===== src/rtl/bound_flasher_param.sv =====
// Bound-flasher controller: one flick runs a thermometer lamp bar through an up/down bounce with kickback.
// Optional end-of-sequence blink phase is compiled in with `define BF_BLINK_EN.
module bound_flasher_param #(
  parameter int N_LAMPS     = 16,
  parameter int B1          = 5,
  parameter int B2          = 10,
  parameter int STEP_DIV    = 1,
  parameter int BLINK_COUNT = 3
) (
  input  logic               clk,
  input  logic               rst,
  input  logic               flick,
  output logic [N_LAMPS-1:0] lamps,
  output logic [2:0]         state,
  output logic               busy
);
  localparam int CW = $clog2(N_LAMPS + 1);
  localparam int PW = (STEP_DIV > 1) ? $clog2(STEP_DIV) : 1;

  typedef enum logic [2:0] {
    IDLE = 3'd0, UP1 = 3'd1, DN1 = 3'd2, UP2 = 3'd3,
    DN2 = 3'd4, UP3 = 3'd5, DN3 = 3'd6, BLINK = 3'd7
  } st_t;

  generate
    if (N_LAMPS < 4 || B1 <= 0 || B2 <= B1 || B2 >= N_LAMPS - 1 ||
        STEP_DIV < 1 || BLINK_COUNT < 1) begin : g_bad_params
      $fatal(1, "bound_flasher_param: illegal parameter combination");
    end
  endgenerate

  localparam logic [CW-1:0] C_ONE = CW'(1);
  localparam logic [CW-1:0] C_B1  = CW'(B1);
  localparam logic [CW-1:0] C_B1P = CW'(B1 + 1);
  localparam logic [CW-1:0] C_B2P = CW'(B2 + 1);
  localparam logic [CW-1:0] C_N   = CW'(N_LAMPS);
  localparam logic [PW-1:0] P_END = PW'(STEP_DIV - 1);

  st_t           st;
  logic [CW-1:0] c, c_up, c_dn;
  logic [PW-1:0] presc;
  logic          tick, kick;

  assign tick  = (presc == P_END);
  assign c_up  = c + C_ONE;
  assign c_dn  = c - C_ONE;
  // Kickback qualifies only on steps that light a bound lamp.
  assign kick  = flick && (c_up == C_B1P || c_up == C_B2P);
  assign state = st;
  assign busy  = (st != IDLE);

  function automatic logic [N_LAMPS-1:0] therm(input logic [CW-1:0] n);
    logic [N_LAMPS-1:0] t;
    for (int i = 0; i < N_LAMPS; i++) t[i] = (i < int'(n));
    return t;
  endfunction

`ifdef BF_BLINK_EN
  localparam int BW = $clog2(2 * BLINK_COUNT + 1);
  localparam logic [BW-1:0] B_LAST = BW'(2 * BLINK_COUNT - 1);
  logic [BW-1:0] bcnt;
`endif

  always_ff @(posedge clk or negedge rst) begin
    if (!rst) begin
      st    <= IDLE;
      c     <= '0;
      presc <= '0;
      lamps <= '0;
`ifdef BF_BLINK_EN
      bcnt  <= '0;
`endif
    end else if (st == IDLE) begin
      if (flick) begin
        st    <= UP1;
        c     <= C_ONE;
        lamps <= therm(C_ONE);
        presc <= '0;
      end
    end else begin
      presc <= tick ? '0 : presc + PW'(1);
      if (tick) begin
        case (st)
          UP1: begin
            c <= c_up; lamps <= therm(c_up);
            if (c_up == C_B1P) st <= DN1;
          end
          DN1: begin
            c <= c_dn; lamps <= therm(c_dn);
            if (c_dn == '0) st <= UP2;
          end
          UP2: begin
            c <= c_up; lamps <= therm(c_up);
            if (kick)                st <= DN1;
            else if (c_up == C_B2P)  st <= DN2;
          end
          DN2: begin
            c <= c_dn; lamps <= therm(c_dn);
            if (c_dn == C_B1) st <= UP3;
          end
          UP3: begin
            c <= c_up; lamps <= therm(c_up);
            if (kick)               st <= DN2;
            else if (c_up == C_N)   st <= DN3;
          end
          DN3: begin
            c <= c_dn; lamps <= therm(c_dn);
            if (c_dn == '0) begin
`ifdef BF_BLINK_EN
              st   <= BLINK;
              bcnt <= '0;
`else
              st   <= IDLE;
`endif
            end
          end
`ifdef BF_BLINK_EN
          BLINK: begin
            // Even number of toggles, so the bar ends dark.
            lamps <= ~lamps;
            bcnt  <= bcnt + BW'(1);
            if (bcnt == B_LAST) st <= IDLE;
          end
`endif
          default: begin
            st    <= IDLE;
            c     <= '0;
            lamps <= '0;
          end
        endcase
      end
    end
  end
endmodule

===== config.mk =====
export PLATFORM = sky130hd
export DESIGN_NAME = bound_flasher_param
export DESIGN_NICKNAME = d
export VERILOG_FILES = /design/src/rtl/bound_flasher_param.sv
export SDC_FILE = /design/constraint.sdc
export NUM_CORES = 1
export LEC_CHECK = 0
export CORE_ASPECT_RATIO = 2
export CORE_MARGIN = 1
export CORE_UTILIZATION = 44
export DETAILED_ROUTE_END_ITERATION = 7
export HOLD_SLACK_MARGIN = 0.06
export PLACE_DENSITY = 0.72
export SYNTH_ARGS = -nofsm -noshare
export SYNTH_HDL_FRONTEND = slang
export SYNTH_SLANG_ARGS = --single-unit

===== constraint.sdc =====
create_clock -name clk -period 2.55 [get_ports clk]
set_clock_uncertainty 0.2 [all_clocks]
set_input_delay 0.51 -clock clk [delete_from_list [all_inputs] [get_ports clk]]
set_output_delay 0.51 -clock clk [all_outputs]
set_load 0.05 [all_outputs]

## After elaboration in Yosys (flattened, before gate mapping)

Index checks and enable logic that the tools add are counted.
W data, S select, Z words.

- Register bits after elaboration: 25
- Input port bits: 3

- $add $sub $neg: 3
- Order comparisons: 32
- Equality and inequality tests: 18
- Mux-type cells: 23
- Reduce and logical (&&, ||, !) cells: 9

Operators by type and width:

| kind | count |
|---|---|
| $lt A4 B5 Y1 const A | 16 |
| $mux W16 | 3 |
| $lt A3 B5 Y1 const A | 8 |
| $mux W3 | 11 |
| $pmux W16 S2 | 1 |
| $lt A1 B5 Y1 const A | 4 |
| $lt A2 B5 Y1 const A | 4 |
| $pmux W3 S6 | 1 |
| $mux W5 | 3 |
| $ne A3 B3 Y1 const B | 4 |
| $eq A5 B3 Y1 const B | 2 |
| $pmux W5 S2 | 1 |
| $eq A3 B3 Y1 const B | 3 |
| $ne A4 B4 Y1 const B | 2 |
| $reduce_and A8 Y1 | 1 |
| $eq A3 B2 Y1 const B | 2 |
| $reduce_or A3 Y1 | 2 |
| $add A5 B1 Y5 const B | 1 |
| $eq A5 B4 Y1 const B | 1 |
| $eq A5 B5 Y1 const B | 1 |
| $logic_not A5 Y1 | 1 |
| $sub A5 B1 Y5 const B | 1 |
| $eq A3 B1 Y1 const B | 1 |
| $logic_not A3 Y1 | 1 |
| other kinds (8) | 10 |

## Depth between registers and ports, before layout

- Depth in word-level cells: 8
- Mapped depth: 11
- Mapped depth without buffers: 8

## Least setup slack after synthesis

OpenSTA, ideal clock, no wires.

- Path type: flip-flop to flip-flop
- From: register c[0]
- To: register st[0], in the netlist state[0]
- Arrival time: 2.482 ns
- Setup slack: -0.257 ns
- Cell stages (with the launch flop): 12
- Buffers on the path: 3
- Clock period less this slack: 2.807 ns
- Cell sequence: dfrtp_1 buf_2 buf_2 inv_1 ha_1 clkbuf_1 nand2b_1 nor3_1 nor2_1 a21oi_2 o211a_1 mux2_4

- Cells in the longest elaborated chain, start to end: 8
- Elaborated cells on any way between the ends: 21

RTL lines:

| item | RTL line | text |
|---|---|---|
| start: declaration | 40 | `logic [CW-1:0] c, c_up, c_dn;` |
| start signal: assignment | 85 | `c <= c_up; lamps <= therm(c_up);` |
| start signal: assignment | 89 | `c <= c_dn; lamps <= therm(c_dn);` |
| start signal: assignment | 93 | `c <= c_up; lamps <= therm(c_up);` |
| $add A5 B1 Y5 | 45 | `assign c_up = c + C_ONE;` |
| $eq A5 B3 Y1 / $eq A5 B4 Y1 (equally long branches) | 48, 86, 95 |  |
| $logic_or A1 B1 Y1 | 48 | `assign kick = flick && (c_up == C_B1P \|\| c_up == C_B2P);` |
| $logic_and A1 B1 Y1 | 48 |  |
| $mux W3 (on tied branches) | 103, 94 |  |
| $pmux W3 S6 | 83 | `case (st)` |
| $mux W3 | 82 | `if (tick) begin` |
| $mux W3 | 73 | `end else if (st == IDLE) begin` |
| end signal: assignment | 75 | `st <= UP1;` |
| end signal: assignment | 103 | `if (kick) st <= DN2;` |
| end signal: assignment | 104 | `else if (c_up == C_N) st <= DN3;` |
| end: declaration | 39 | `st_t st;` |

Several ways; a longest one is shown, not always the timed one. The select of a mux whose other input is x is not followed.
A chain may end at the register's enable or synchronous reset.

## Worst setup path after layout

- From: register st[2], in the netlist state[2]
- To: output state[2]

RTL lines:

| item | RTL line | text |
|---|---|---|
| start signal: assignment | 66 | `st <= IDLE;` |
| start signal: assignment | 75 |  |
| start signal: assignment | 86 | `if (c_up == C_B1P) st <= DN1;` |
| end: declaration | 14 | `output logic [2:0] state,` |

No word-level cell between the ends.

==> results.sh <==
export IMPL_syn_area_per_cell_um2=8.122
export IMPL_ys_ff_latch=23
export IMPL_hold_viol=0
export IMPL_overflow=0
export IMPL_ant_nets=0
export IMPL_finalWeightedCongestion=1.052
export IMPL_mostFrequentLayoutCells="23 x dfrtp_1, 23 x buf_4, 22 x nor2_1, 21 x nand2_1, 19 x clkdlybuf4s50_1"
export IMPL_synth_area_um2=1884
export IMPL_htree_levels=1
export IMPL_io_buffers=22
export IMPL_rsz0062_at_grt="false"
export IMPL_cp_required_ps=1840
export IMPL_syn_inst=232
export IMPL_cts_tree="done"
export IMPL_fin_area_um2=2267
export IMPL_maxSlewHeadroom_pct=63.83
export IMPL_maxCapViolCount=0
export IMPL_synth_warnings=0
export IMPL_hp_class="reg -> reg"
export IMPL_place_inst=305
export IMPL_fin_crit_sh_pct=95.60
export IMPL_vias=1865
export IMPL_nets=265
export IMPL_cts_setup_buffers=0
export IMPL_timing_fmax_mhz=410.2
export IMPL_critPathBufInv=1
export IMPL_diodes=0
export IMPL_cpPeakStageDelay_ps=870
export IMPL_clockBufferDepth=2
export IMPL_cts_hold_buf=0
export IMPL_area_growth_pct=20.32
export IMPL_dp_hpwl_um=4111
export IMPL_drv_slew=0
export IMPL_worstPathMaxFanout=12
export IMPL_synth_fp_nets=239
export IMPL_core_area_um2=4088
export IMPL_arrival_ps=1730
export IMPL_via_per_inst=6.036
export IMPL_cts_sinks=23
export IMPL_synth_edff_count=0
export IMPL_tightest_slew_ps=542.6
export IMPL_postSynth_asyncResetShare_pct=100.0
export IMPL_clock_latency_ps=270
export IMPL_rows=33
export IMPL_yosysUniqueCellTypes=58
export IMPL_die_y_um=94.55
export IMPL_drc=0
export IMPL_clk_pin_slew_ps=90
export IMPL_grt_max_degree=24
export IMPL_grt_pass1_wl_um=8859
export IMPL_worstSetupPathType="reg -> out"
export IMPL_grt_pass1_vias=1840
export IMPL_critical_path_slowest_cell="clkdlybuf4s50_1"
export IMPL_drive_gt1_share_pct=17.12
export IMPL_instances_no_fill=309
export IMPL_wl_um=5527
export IMPL_first_pass_iters=4
export IMPL_critPathLaunchType="flip-flop"
export IMPL_placed_cell_area_um2=2218
export IMPL_synth_ff_type="dfrtp_1"
export IMPL_seq_area_frac_synth_pct=30.54
export IMPL_period_minus_slack_ps=2438
export IMPL_cts_buffers=3
export IMPL_whs_ps=289.5
export IMPL_status="completed"
export IMPL_cts_root_buf="clkbuf_8"
export IMPL_grt_usage_pct=27.29
export IMPL_crit_path_cell_trace="clkdlybuf4s50_1"
export IMPL_post_cts_resize_count=0
export IMPL_io_pins=23
export IMPL_tns_ps=0
export IMPL_initial_core_util_pct=46.10
export IMPL_setup_viol=0
export IMPL_crit_family="buffers and inverters"
export IMPL_drtIter0Drc=77
export IMPL_routedWlPerCell_um=17.89
export IMPL_cp_end_kind="primary output"
export IMPL_die_w_um=48.28
export IMPL_antenna_found_initial=0
export IMPL_die_area_um2=4564
==> area by class of cell <==
cell class	count	area, µm²
inverters	5	18.77
well taps	52	65.06
repair buffers	42	362.8
flip-flops and latches	23	575.6
fillers	369	1821
multi-input cells	183	1199
clock buffers	3	41.29
clock inverters	1	5.005
==> through the flow <==
step / worst slack [ps] / util (%)
floorplan: 20.16 / -
global route: 27.65 / 55.46
detailed placement: 130.9 / 54.27
CTS: 93.67 / 55.40
global placement: 110.6 / 54.27
finish: 112.1 / 55.46
==> cells in the mapped netlist (2+ instances only) <==
cell	instances	area share (%)
and2_1	4	1.3
xor2_2	2	1.7
o21a_1	2	0.80
a22oi_1	3	1.2
o21ai_0	17	4.5
and3_4	2	1.2
o211a_1	2	1.1
nand3b_1	2	0.80
o211ai_1	4	1.6
a21o_1	2	0.80
buf_4	3	1.2
a2bb2oi_1	2	0.93
ha_1	4	2.7
a41oi_1	2	0.93
o21ai_1	6	1.6
nor2b_1	6	2.0
nand2b_1	7	2.3
o22a_1	2	0.93
inv_1	4	0.80
dfrtp_1	23	31
nand4_1	4	1.3
nor2_1	22	4.4
a221o_1	4	2.1
a21oi_1	18	4.8
nand2_1	21	4.2
or2_1	2	0.66
nor3_1	5	1.3
buf_2	9	2.4
a31oi_1	7	2.3
xnor2_1	2	0.93
clkbuf_1	9	1.8
nand3_1	4	1.1
==> per-layer routing <==
metal / wire length, µm / track usage, % / up-vias
li1: - / - / 897
met1: 2160 / 31.89 / 892
met2: 2928 / 44.67 / 58
met3: 233 / 3.250 / 18
met4: 205 / 15.74 / 0
met5: 0 / 0 / -
==> cell families after synthesis <==
family / share of synthesized area, %
buf+inv: 6.374
flops: 30.54
fa+ha+maj: 2.656
xor+xnor: 3.121
compound gates: 32.60
mux: 0.7966
simple gates: 23.90
==> path summary, 6_finish.rpt <==
kind	end	cells after the start	slack, ps	startpoint
max	state[2]	1	110	state[2]
max reg2reg	state[0]	7	120	c[1]
min in group asynchronous	c[4]	2	400	rst
min	lamps[1]	1	290	lamps[1]
min reg2reg	lamps[1]	1	290	lamps[1]
max in group asynchronous	lamps[6]	2	1490	rst
==> flip-flops by register name, summed over array words and instances (netlist names) <==
name,flops
state,3
lamps,15
c,5
Power is not shown: default switching activity piles up to over one toggle a cycle in this logic, so the estimate is an artifact.
